$ cat config.mk
export PLATFORM = sky130hd
export DESIGN_NAME = mux_scan_n
export DESIGN_NICKNAME = d
export VERILOG_FILES = /design/src/rtl/mux_scan_n.sv
export SDC_FILE = /design/constraint.sdc
export NUM_CORES = 1
export LEC_CHECK = 0
export CAP_MARGIN = 20
export CORE_AREA = 2 2 55 57
export DETAILED_ROUTE_END_ITERATION = 7
export DIE_AREA = 0 0 57 59
export PLACE_DENSITY = 0.87
export SYNTH_ARGS = -nofsm -noshare
export SYNTH_HDL_FRONTEND = slang
export SYNTH_SLANG_ARGS = --single-unit
$ cat constraint.sdc
create_clock -name clk -period 3.1 [get_ports clk]
set_clock_uncertainty 0.15 [all_clocks]
set_input_delay 0.465 -clock clk [delete_from_list [all_inputs] [get_ports clk]]
set_output_delay 0.465 -clock clk [all_outputs]
set_load 0.005 [all_outputs]
$ cat src/rtl/mux_scan_n.sv
// Registered N:1 channel mux: direct select by sel, or a handshaked scan that
// emits each enabled channel once, lowest index first.
module mux_scan_n #(
  parameter int N_CH  = 8,
  parameter int W     = 1,
  parameter int SEL_W = $clog2(N_CH)
) (
  input  logic              clk,
  input  logic              rst_n,
  input  logic              mode,
  input  logic [SEL_W-1:0]  sel,
  input  logic [N_CH*W-1:0] din,
  input  logic [N_CH-1:0]   en_mask,
  input  logic              start,
  output logic [W-1:0]      out_data,
  output logic [SEL_W-1:0]  out_ch,
  output logic              out_valid,
  input  logic              out_ready,
  output logic              busy,
  output logic              done
);

  // state  | meaning
  // S_IDLE | waiting; mode=0 enters direct, mode=1 & start launches a scan
  // S_DSEL | direct mode, registered din[sel] every cycle
  // S_SCAN | walking latched enabled channels, one per handshake
  typedef enum logic [1:0] {S_IDLE, S_DSEL, S_SCAN} state_t;

  state_t            r_state, w_state_nxt;
  logic [N_CH-1:0]   r_mask, w_mask_nxt;
  logic [W-1:0]      r_data, w_data_nxt;
  logic [SEL_W-1:0]  r_ch, w_ch_nxt;
  logic              r_valid, w_valid_nxt;
  logic              r_busy, w_busy_nxt;
  logic              r_done, w_done_nxt;

  logic [W-1:0]      w_dsel_data;
  logic [N_CH-1:0]   w_src, w_lo_onehot;
  logic [SEL_W-1:0]  w_lo_idx;
  logic [W-1:0]      w_lo_data;
  logic              w_lo_found;
  logic              w_hs;

  assign w_hs = r_valid & out_ready;

  // Out-of-range sel matches no channel and yields zero.
  always_comb begin
    w_dsel_data = '0;
    for (int i = 0; i < N_CH; i++) begin
      if (sel == SEL_W'(i)) w_dsel_data = din[i*W +: W];
    end
  end

  // r_mask holds only the channels not yet emitted, so "next higher enabled"
  // is simply its lowest set bit.
  assign w_src       = (r_state == S_SCAN) ? r_mask : en_mask;
  assign w_lo_onehot = w_src & (~w_src + N_CH'(1));

  always_comb begin
    w_lo_idx   = '0;
    w_lo_data  = '0;
    w_lo_found = 1'b0;
    for (int i = N_CH - 1; i >= 0; i--) begin
      if (w_src[i]) begin
        w_lo_idx   = SEL_W'(i);
        w_lo_data  = din[i*W +: W];
        w_lo_found = 1'b1;
      end
    end
  end

  always_ff @(posedge clk or negedge rst_n) begin
    if (!rst_n) r_state <= S_IDLE;
    else        r_state <= w_state_nxt;
  end

  always_comb begin
    w_state_nxt = r_state;
    case (r_state)
      S_IDLE: begin
        if (!mode)                      w_state_nxt = S_DSEL;
        else if (start && w_lo_found)   w_state_nxt = S_SCAN;
      end
      S_DSEL: if (mode)                 w_state_nxt = S_IDLE;
      S_SCAN: if (w_hs && !w_lo_found)  w_state_nxt = S_IDLE;
      default:                          w_state_nxt = S_IDLE;
    endcase
  end

  always_comb begin
    w_mask_nxt  = r_mask;
    w_data_nxt  = r_data;
    w_ch_nxt    = r_ch;
    w_valid_nxt = r_valid;
    w_busy_nxt  = r_busy;
    w_done_nxt  = 1'b0;
    case (r_state)
      S_IDLE: begin
        w_valid_nxt = 1'b0;
        if (mode && start) begin
          if (w_lo_found) begin
            w_mask_nxt  = w_src ^ w_lo_onehot;
            w_data_nxt  = w_lo_data;
            w_ch_nxt    = w_lo_idx;
            w_valid_nxt = 1'b1;
            w_busy_nxt  = 1'b1;
          end else begin
            w_mask_nxt  = '0;
            w_done_nxt  = 1'b1;
          end
        end
      end
      S_DSEL: begin
        if (mode) begin
          w_valid_nxt = 1'b0;
        end else begin
          w_data_nxt  = w_dsel_data;
          w_ch_nxt    = sel;
          w_valid_nxt = 1'b1;
        end
      end
      S_SCAN: begin
        if (w_hs) begin
          if (w_lo_found) begin
            w_mask_nxt = w_src ^ w_lo_onehot;
            w_data_nxt = w_lo_data;
            w_ch_nxt   = w_lo_idx;
          end else begin
            w_valid_nxt = 1'b0;
            w_busy_nxt  = 1'b0;
            w_done_nxt  = 1'b1;
          end
        end
      end
      default: begin
        w_valid_nxt = 1'b0;
        w_busy_nxt  = 1'b0;
      end
    endcase
  end

  always_ff @(posedge clk or negedge rst_n) begin
    if (!rst_n) begin
      r_mask  <= '0;
      r_data  <= '0;
      r_ch    <= '0;
      r_valid <= 1'b0;
      r_busy  <= 1'b0;
      r_done  <= 1'b0;
    end else begin
      r_mask  <= w_mask_nxt;
      r_data  <= w_data_nxt;
      r_ch    <= w_ch_nxt;
      r_valid <= w_valid_nxt;
      r_busy  <= w_busy_nxt;
      r_done  <= w_done_nxt;
    end
  end

  assign out_data  = r_data;
  assign out_ch    = r_ch;
  assign out_valid = r_valid;
  assign busy      = r_busy;
  assign done      = r_done;

endmodule

==> impl_metrics.json <==
{
  "cts_buffers": 3,
  "num_io_pins": 31,
  "syn2layout_area_growth_pct": 29.2,
  "dr.pass1.iters": 5,
  "cp-end-kind": "flip-flop",
  "crit_type": "flip-flop to flip-flop",
  "drt_iter0_markers": 99,
  "postSynthCellCount": 148,
  "die_h_um": 59,
  "slew_headroom": 0.524,
  "syn_nets": 172,
  "port_buffers": 30,
  "worstPathArrival_ns": 2.89,
  "vias": 1390,
  "path_clk_slew_ns": 0.11,
  "synth_edf_count": 0,
  "start_util": 0.473,
  "r2r-start": "r_state[0]",
  "postSynth.asyncResetShare": 1.00,
  "cts_max_level": 1,
  "tightest_slew_ns": 0.712,
  "fp.coreArea_mm2": 0.00271,
  "final_nets": 205,
  "die-area_mm2": 0.00336,
  "grt_usage": 0.243,
  "ctsRootBufferMaster": "clkbuf_4",
  "finalCriticalPeriod_ns": 2.82,
  "postCtsSetupRepairBufs": 0,
  "grt_pass1_wl_mm": 6.34,
  "status": "finished, final reports clean",
  "routed_via_density": 6.59,
  "syn_avg_cell_area_um2": 8.67,
  "die_x_um": 57,
  "drv_slew": 0,
  "clock_latency_ns": 0.30,
  "max_freq_mhz": 355,
  "final_cell_mix": "clkdlybuf4s50_1, dfrtp_1, nor2_1",
  "wirelength_mm": 3.75,
  "fin_ws_ns": 0.281,
  "diodes": 0,
  "antenna_found_initial": 0,
  "cap_violations": 0,
  "gp_congestion": 1.00,
  "drive_gt1_frac": 0.0722,
  "cp-startpoint": "r_state[0]",
  "synthFlopType": "dfrtp_1",
  "cts.repair.resized": 0,
  "layout_commonest_cell": "clkdlybuf4s50_1",
  "ant_nets": 0,
  "p_leak_nw": 0.671,
  "whs_endpoint": "out_ch[1]",
  "path_max_fanout": 15,
  "timing.rr.end": "out_data",
  "setup_viol": 0,
  "grt_max_degree": 17,
  "hold_depth": 1,
  "overflow": 0,
  "powerDensity_mw_per_mm2": 546,
  "fin_crit_sh": 0.909,
  "wire_per_inst_um": 17.8,
  "cts_tree": "done",
  "syn_area_mm2": 0.00128,
  "startpoint_type": "flip-flop",
  "clkSinkCount": 16,
  "first_global_vias": 1401,
  "hp-start": "out_ch[1]",
  "ys_seq_area_frac": 0.312,
  "ir_drop_uv": 446,
  "rows": 19,
  "synth_cell_types": 49,
  "rsz0062_at_grt": "no",
  "drc": 0,
  "tns_ns": 0,
  "hp-class": "flip-flop to flip-flop",
  "hold_viol": 0,
  "crit_required_ns": 3.17,
  "ctsHoldBuffers": 0,
  "synth_warnings": 0,
  "place_ws_ns": 0.259,
  "final_util": 0.611,
  "clockBufferDepth": 2,
  "rrSetupSlack_ns": 0.28,
  "synth-seq-cells": 16,
  "dp_hpwl_mm": 2.83,
  "reg2reg_depth": 6
}
==> Yosys cell counts (3+ instances only) <==
master	n	area share
inv_1	10	0.029
a32o_1	4	0.031
o21ai_1	3	0.012
nor2b_1	3	0.015
nand2_1	11	0.032
a21oi_1	9	0.035
a31oi_1	3	0.015
clkbuf_1	4	0.012
dfrtp_1	16	0.31
mux2i_1	5	0.039
a21o_1	3	0.018
a2bb2oi_1	3	0.020
mux2_1	4	0.035
o21ai_0	5	0.020
nor3_1	4	0.016
nand3_1	3	0.012
nor2_1	14	0.041
o31ai_1	4	0.023
==> sequential cells by signal, indices dropped and copies added (netlist names) <==
name,count
busy,1
done,1
out_ch,3
out_data,1
out_valid,1
r_mask,7
r_state,2
==> critical path, cell delays in order (launching register included) <==
cell and delay (ns):
dfrtp_1 0.58, nor2b_1 0.49, buf_4 0.30, mux2i_1 0.27
a2bb2o_1 0.31, or4_1 0.48, a41oi_1 0.17
==> cells by family after synthesis <==
group / after synthesis / synth area share
AOI/OAI and AO/OA: 53 / 0.314
DFF: 16 / 0.312
and+or+nand+nor: 51 / 0.213
xor gates and xnor gates: 1 / 0.00683
buffers and inverters: 16 / 0.0537
muxes: 11 / 0.100
==> worst max path at each step <==
stage                 to  slack, ns  cells past startpoint
6_report        out_data       0.28                      6
5_1_grt         out_data       0.11                      6
3_3_place_gp   r_mask[2]       0.28                      5
2_1_floorplan  r_mask[2]       0.54                      6
4_1_cts         out_data       0.33                      6
3_5_place_dp   r_mask[2]       0.26                      5
==> power by group <==
part / internal [W] / switching, W / leakage, nW / total (W)
Clock: 0.0000717 / 0.0000742 / 0.0210 / 0.000146
Combinational: 0.000211 / 0.000188 / 0.454 / 0.000399
Sequential: 0.000278 / 0.0000819 / 0.196 / 0.000360
==> metal layers <==
layer,up-vias,GRT usage,part of all wire,routed length [µm]
met1,660,0.319,0.42,1560
met4,0,0.136,0.029,110
li1,634,-,-,-
met3,12,0.0415,0.082,306
met5,-,0,0,0
met2,84,0.383,0.47,1780
==> through the flow <==
stage | total power (W) | hold WS [ns] | instances | area [µm²]
floorplan | 0.000571 | 0.0194 | 148 | 1280
global placement | 0.000736 | 0.323 | 207 | 1620
detailed placement | 0.000749 | 0.329 | 207 | 1620
CTS | 0.000899 | 0.358 | 211 | 1660
global route | 0.000958 | 0.374 | 211 | 1660
finish | 0.000905 | 0.356 | 211 | 1660
==> cell type report <==
type | instances | area (µm²)
fillers | 229 | 1050
repair buffers | 34 | 330
well taps | 31 | 38.8
clock buffers | 4 | 36.3
flip-flops and latches | 16 | 400
inverters | 10 | 37.5
multi-input cells | 116 | 813
Note: power is estimated with default switching activity, not from simulation.
